<file path="config.mk">
export PLATFORM = sky130hd
export DESIGN_NAME = comb_sweep_ctrl
export DESIGN_NICKNAME = d
export VERILOG_FILES = /design/src/rtl/comb_sweep_ctrl.sv
export SDC_FILE = /design/constraint.sdc
export NUM_CORES = 1
export LEC_CHECK = 0
export ABC_AREA = 1
export CORE_MARGIN = 4
export CORE_UTILIZATION = 55
export CTS_CLUSTER_SIZE = 8
export DETAILED_ROUTE_END_ITERATION = 8
export HOLD_SLACK_MARGIN = 0.15
export PLACE_DENSITY = 0.91
export RECOVER_POWER = 50
export SETUP_SLACK_MARGIN = 0.5
export SYNTH_ARGS = -nofsm -noshare
export SYNTH_HDL_FRONTEND = slang
export SYNTH_SLANG_ARGS = --single-unit
</file>
<file path="constraint.sdc">
create_clock -name clk -period 4.25 [get_ports clk]
set_clock_uncertainty 0.2 [all_clocks]
set_input_delay 0.425 -clock clk [delete_from_list [all_inputs] [get_ports clk]]
set_output_delay 0.425 -clock clk [all_outputs]
set_load 0.005 [all_outputs]
</file>
<file path="src/rtl/comb_sweep_ctrl.sv">
// Handshaked sweep sequencer: drives a 4-input combinational primitive through all 16 vectors
// and captures its truth table and ones count. Define COMB_SWEEP_CHECK_EN to compare against EXPECTED.
module comb_sweep_ctrl #(
    parameter int unsigned SETTLE   = 2,
    parameter logic [15:0] EXPECTED = 16'h0000
) (
    input  logic        clk,
    input  logic        rst,
    input  logic        start,
    input  logic        abort,
    input  logic        y_in,
    output logic [3:0]  abcd,
    output logic        busy,
    output logic        done,
    output logic [15:0] tt,
    output logic [4:0]  ones,
    output logic        mismatch,
    output logic [3:0]  fail_idx
);

    localparam int unsigned CNT_W    = 4;
    localparam int unsigned VEC_W    = 4;
    localparam int unsigned ONES_W   = 5;
    localparam logic [CNT_W-1:0] CNT_LAST = CNT_W'(SETTLE - 1);
    localparam logic [VEC_W-1:0] VEC_LAST = VEC_W'(15);

    typedef enum logic [1:0] {
        IDLE   = 2'd0,
        DRIVE  = 2'd1,
        SAMPLE = 2'd2,
        DONE   = 2'd3
    } state_t;

    state_t             state;
    state_t             state_nxt;
    logic [CNT_W-1:0]   cnt;
    logic [CNT_W-1:0]   cnt_nxt;
    logic [VEC_W-1:0]   abcd_nxt;
    logic               busy_nxt;
    logic               done_nxt;
    logic [15:0]        tt_nxt;
    logic [ONES_W-1:0]  ones_nxt;

    // State register
    always_ff @(posedge clk) begin
        if (rst) begin
            state <= IDLE;
        end else begin
            state <= state_nxt;
        end
    end

    // Next-state logic; abort only matters while a sweep is running
    always_comb begin
        state_nxt = state;
        case (state)
            IDLE:   if (start) state_nxt = DRIVE;
            DRIVE: begin
                if (abort)                 state_nxt = IDLE;
                else if (cnt == CNT_LAST)  state_nxt = SAMPLE;
            end
            SAMPLE: begin
                if (abort)                 state_nxt = IDLE;
                else if (abcd == VEC_LAST) state_nxt = DONE;
                else                       state_nxt = DRIVE;
            end
            DONE:   state_nxt = IDLE;
            default: state_nxt = IDLE;
        endcase
    end

    // Next values for the registered datapath and outputs
    always_comb begin
        cnt_nxt  = cnt;
        abcd_nxt = abcd;
        tt_nxt   = tt;
        ones_nxt = ones;
        busy_nxt = (state_nxt == DRIVE) || (state_nxt == SAMPLE);
        done_nxt = (state_nxt == DONE);
        case (state)
            IDLE: begin
                if (start) begin
                    cnt_nxt  = '0;
                    abcd_nxt = '0;
                    tt_nxt   = '0;
                    ones_nxt = '0;
                end
            end
            DRIVE: begin
                if (abort) abcd_nxt = '0;
                else       cnt_nxt  = cnt + CNT_W'(1);
            end
            SAMPLE: begin
                if (abort) begin
                    abcd_nxt = '0;
                end else begin
                    tt_nxt[abcd] = y_in;
                    ones_nxt     = ones + ONES_W'(y_in);
                    if (abcd != VEC_LAST) begin
                        abcd_nxt = abcd + VEC_W'(1);
                        cnt_nxt  = '0;
                    end
                end
            end
            DONE:    abcd_nxt = '0;
            default: abcd_nxt = '0;
        endcase
    end

    always_ff @(posedge clk) begin
        if (rst) begin
            cnt  <= '0;
            abcd <= '0;
            busy <= 1'b0;
            done <= 1'b0;
            tt   <= '0;
            ones <= '0;
        end else begin
            cnt  <= cnt_nxt;
            abcd <= abcd_nxt;
            busy <= busy_nxt;
            done <= done_nxt;
            tt   <= tt_nxt;
            ones <= ones_nxt;
        end
    end

`ifdef COMB_SWEEP_CHECK_EN
    logic sample_en;
    logic clr_chk;

    assign sample_en = (state == SAMPLE) && !abort;
    assign clr_chk   = (state == IDLE) && start;

    // Sticky mismatch flag; fail_idx latches only the first miss
    always_ff @(posedge clk) begin
        if (rst || clr_chk) begin
            mismatch <= 1'b0;
            fail_idx <= '0;
        end else if (sample_en && (y_in != EXPECTED[abcd])) begin
            mismatch <= 1'b1;
            if (!mismatch) fail_idx <= abcd;
        end
    end
`else
    // EXPECTED only matters when checking is compiled in
    assign mismatch = |(EXPECTED & 16'h0000);
    assign fail_idx = 4'd0;
`endif

endmodule
</file>
### Word level (Yosys, flattened, before mapping)

Index checks and enable logic that the tools add are counted.

| word-level totals | value |
|---|---|
| register bits | 33 |
| input bits | 5 |
| output and inout bits | 32 |
| word-level logic and storage cells | 59 |

| cells by class | value |
|---|---|
| add/sub/neg operators | 3 |
| order comparisons | 2 |
| eq/ne operators | 15 |
| muxes and demuxes | 24 |
| reductions and logical operators | 8 |

Operators with widths:

| cell | number |
|---|---|
| 16-bit two-way mux | 2 |
| 16-bit one-hot mux with 2 select lines | 1 |
| 4-bit two-way mux | 7 |
| 16-bit bitwise mux | 1 |
| 4-bit one-hot mux with 4 select lines | 1 |
| 4-bit one-hot mux with 3 select lines | 1 |
| 2-bit two-way mux | 5 |
| 5-bit two-way mux | 2 |
| 2-bit != test (second input constant) | 5 |
| 5-bit one-hot mux with 2 select lines | 1 |
| 4-bit by 1-bit adder with 4-bit output (second input constant) | 2 |
| 2-bit == test (second input constant) | 4 |
| 2-bit one-hot mux with 4 select lines | 1 |
| 3-bit AND reduction | 2 |
| 5-bit by 1-bit adder with 5-bit output | 1 |
| 4-bit by 5-bit < comparator with 1-bit output (second input constant) | 1 |
| 5-bit AND reduction | 1 |
| 1-bit demux with 4-bit select | 1 |
| 2-bit by 1-bit == test with 1-bit output (second input constant) | 2 |
| 4-bit by 1-bit == test with 1-bit output (second input constant) | 1 |
| 4-bit == test (second input constant) | 1 |
| 4-bit by 1-bit >= comparator with 1-bit output (second input constant) | 1 |
| 4-bit != test (second input constant) | 1 |
| 3-bit != test (second input constant) | 1 |
| 6 further kinds | 6 |

### Logic depth before layout (Yosys ltp)

| depth | value |
|---|---|
| word-level depth | 7 |
| mapped depth | 9 |

### Worst setup path after synthesis

No wires, ideal clock.

| timing path | value |
|---|---|
| path type | register to register |
| start | register abcd[0] |
| end | register busy |
| setup time | 128 ps |
| arrival | 1388 ps |
| required time | 3922 ps |
| path slack | 2534 ps |
| stages on the path, launching flop included | 9 |
| buffers on the path | 0 |
| clock period less this slack | 1716 ps |
| cells stage by stage | dfxtp_1 > ha_1 > inv_1 > nor2_1 > nand2_1 > nand2_1 > ha_1 > inv_1 > nor2_1 |

| between the ends | value |
|---|---|
| word-level cells in the longest chain between the ends | 6 |

RTL lines:

| what | line | RTL |
|---|---|---|
| start: declaration | 12 | `output logic [3:0] abcd,` |
| start signal: assignment | 120 | `abcd <= abcd_nxt;` |
| 4-bit == test * | 64 | `else if (abcd == VEC_LAST) state_nxt = DONE;` |
| 2-bit two-way mux * | 64 |  |
| 2-bit two-way mux * | 63 | `if (abort) state_nxt = IDLE;` |
| 2-bit one-hot mux with 4 select lines * | 56 | `case (state)` |
| 2-bit by 1-bit == test with 1-bit output / 2-bit == test (equally long branches) | 78 | `busy_nxt = (state_nxt == DRIVE) \|\| (state_nxt == SAMPLE);` |
| 1-bit logical OR * | 78 |  |
| named net busy_nxt | 39 | `logic busy_nxt;` |
| end signal: assignment | 121 | `busy <= busy_nxt;` |
| end: declaration | 13 | `output logic busy,` |

The timed path passes the listed nets; every way through them passes the cells marked *.
A chain may end at the register's enable or synchronous reset.

### Final worst setup path

| timing path | value |
|---|---|
| start | register state[1] |
| end | register busy |

RTL lines:

| what | line | RTL |
|---|---|---|
| start: declaration | 34 | `state_t state;` |
| start signal: assignment | 49 | `state <= state_nxt;` |
| 2-bit == test, or another cell as far along | 56 |  |
| 2-bit one-hot mux with 4 select lines * | 56 |  |
| named net state_nxt[0] | 35 | `state_t state_nxt;` |
| 2-bit by 1-bit == test with 1-bit output / 2-bit == test (equally long branches) | 78 |  |
| 1-bit logical OR * | 78 |  |
| named net busy_nxt | 39 |  |

Marked as above.

==> impl_metrics.toml <==
[outcome]
status = "completed"

[routing]
via_per_inst = 5.105
first_pass_iters = 4
drt-initial-drc-count = 111
antenna_left = 0
totalWireLength_um = 3856
drc = 0
wl_per_cell_um = 11.21
vias = 1756

[cells_and_area]
nets = 314
stdcell_count = 344
final_common_cell = "nand2_1"
n_antenna_cell = 0
final_cell_mix = "76 x nand2_1, 33 x dfxtp_1, 29 x nand3_1"
area_growth_pct = 19.12
drive_above_1_share_pct = 7.667
num-fill-cells = 285

[pwr]
leakagePower_nw = 0.9724
p_clk_share_pct = 30.6
power.density_nw_per_um2 = 267.8
power_frac_seq_pct = 56.1
power.internal_uw = 422.5
combPwrFrac_pct = 13.3
ir_drop_mv = 0.1573
p_switching_uw = 157.9
p_sw_share_pct = 27.21
p_total_uw = 580.4

[setup_path]
worst_setup_path_end_kind = "flip-flop"
slowest_stage = "dfxtp_1"
path_buf_inv = 3
critical_path_class = "reg2reg"
start_kind = "flip-flop"
critPathMaxFanout = 22
path_cells = "inv_2 > nor2_4 > nand2_1 > nand2_2 > inv_1 > nand2_1 > ha_1 > inv_1 > nor2_1"
worst_ep_required_time_ns = 4.25
max_stage_delay_ns = 0.43
worstPathArrival_ns = 2.25
crit_family = "simple AND/OR/NAND/NOR gates"

[timing]
finalCritPeriodShare_pct = 52.91
hold_violations = 0
slew-limit-headroom_pct = 38.75
setup-violations-final = 0
tightest_slew_ns = 0.9158
slew_violations = 0
rsz0062_at_grt = "no"
fin_crit_ns = 2.249
fin_tns_setup_ns = 0
fmax_mhz = 444.7

[floorplan]
core_um2 = 3103
fp.dieArea_um2 = 4292
ioPinCount = 37
start_util_pct = 58.63
die_h_um = 65.51
rows = 20
dieWidth_um = 65.51

[global_route]
grt_max_degree = 27
grt_pass1_wl_um = 6713
grt_pass1_vias = 1621
antenna_found_initial = 0
grt-ovfl-total = 0
track_usage_pct = 19.95

[clocking]
post_cts_buffers = 0
root_buffer = "clkbuf_4"
cts_hold_buffers = 0
numCtsBuffers = 5
cts.clk_slew.worst_paths_ns = 0.09
clock_path_buffers = 2
ctsResizeCount = 0
cts_sinks = 33
htree_levels = 2
clk_latency_ns = 0.34
cts_tree = "built"

[synth]
ys_seq_area_share_pct = 36.31
synth_area_um2 = 1819
synth_largest_area_cell = "dfxtp_1"
synthCells = 271
yosysUniqueCellTypes = 24
synthTopCellsByArea = "dfxtp_1 36%, nand2_1 16%, a21oi_1 7.7%"
yosys_warnings = 0
avgSynthCellArea_um2 = 6.713
synth-seq-cells = 33
synth_top_area_share_pct = 36.31

[place]
gp_congestion = 0.8723
place_hpwl_um = 2870
placed_cells = 337
io_buffer_count = 31

[min_path]
min_path_type = "reg2reg"

[flow_run]
maxCapViolCount = 0
[final cells by class]
| class | count | area (um2) | area share (%) |
|---|---|---|---|
| clock buffers | 7 | 55.05 | 2.540 |
| well taps | 44 | 55.05 | 2.540 |
| repair buffers | 31 | 310.3 | 14.32 |
| inverters | 30 | 112.6 | 5.196 |
| multi-input cells | 199 | 973.4 | 44.92 |
| flip-flops and latches | 33 | 660.6 | 30.48 |
[routing by layer]
metal,GRT usage (%),vias up,routed length (um)
met4,9.585,0,43
met1,23.33,790,1739
li1,-,912,-
met2,34.13,45,1843
met5,0,-,0
met3,4.615,9,230
[power groups by stage]
stage / clock [mW] / sequential, mW / combinational [mW]
2_1_floorplan: 0 / 0.331 / 0.0589
5_1_grt: 0.193 / 0.328 / 0.0877
6_report: 0.177 / 0.326 / 0.0773
3_5_place_dp: 0 / 0.333 / 0.0783
3_3_place_gp: 0 / 0.333 / 0.0756
4_1_cts: 0.181 / 0.326 / 0.0789
[path summary, 6_finish.rpt]
| kind | startpoint | endpoint | slack (ns) | cells past startpoint |
|---|---|---|---|---|
| worst min-delay path | tt[11] | tt[11] | 0.26 | 2 |
| worst max-delay path | state[1] | busy | 2.00 | 9 |
| worst max register to register | state[1] | busy | 2.00 | 9 |
| worst min register to register | tt[11] | tt[11] | 0.26 | 2 |
[flip-flops by register name, indices dropped and copies added (netlist names)]
register / count
ones: 5
cnt: 4
abcd: 4
busy: 1
done: 1
state: 2
tt: 16
[cells in the mapped netlist]
cell / number
inv_2: 4
xor2_1: 1
conb_1: 1
ha_1: 9
nor2_4: 1
inv_1: 26
nor2_2: 1
nor2_1: 19
nand3_2: 1
o21ai_0: 13
buf_2: 3
buf_6: 1
dfxtp_1: 33
clkbuf_1: 3
and3_1: 2
a21oi_1: 28
or2_2: 9
nand3_1: 28
nand4_1: 2
nand2_1: 76
nor3_2: 1
o21ai_1: 1
buf_4: 6
nand2_2: 2
[worst register-to-register path, delay by kind of cell (launching register included)]
family / cells / cell delay, ns
adder cells (fa/ha/maj): 1 / 0.23
flip-flops: 1 / 0.43
buffers and inverters: 3 / 0.31
AND/OR/NAND/NOR: 5 / 0.93
[cell families (layout without fill, tap and decap cells)]
group	after synthesis	in the layout	share of synthesized area, %
fa+ha+maj	9	9	6.190
xor+xnor	1	1	0.4815
flops	33	33	36.31
other cells	1	5	0.2061
buf+inv	43	68	10.73
compound gates	42	42	11.55
simple gates	142	142	34.52
[per-stage QoR]
stage | utilization [%] | cell area [um2] | worst slack, ns | hold WS, ns
after floorplan | - | 1834 | 2.534 | 0.2552
after global placement | 68.23 | 2117 | 1.921 | 0.2460
after detailed placement | 68.23 | 2117 | 1.848 | 0.2535
after CTS | 70.00 | 2172 | 1.999 | 0.2665
after global routing | 69.84 | 2167 | 1.753 | 0.2862
final | 69.84 | 2167 | 2.001 | 0.2615
(Power assumes the default switching activity.)
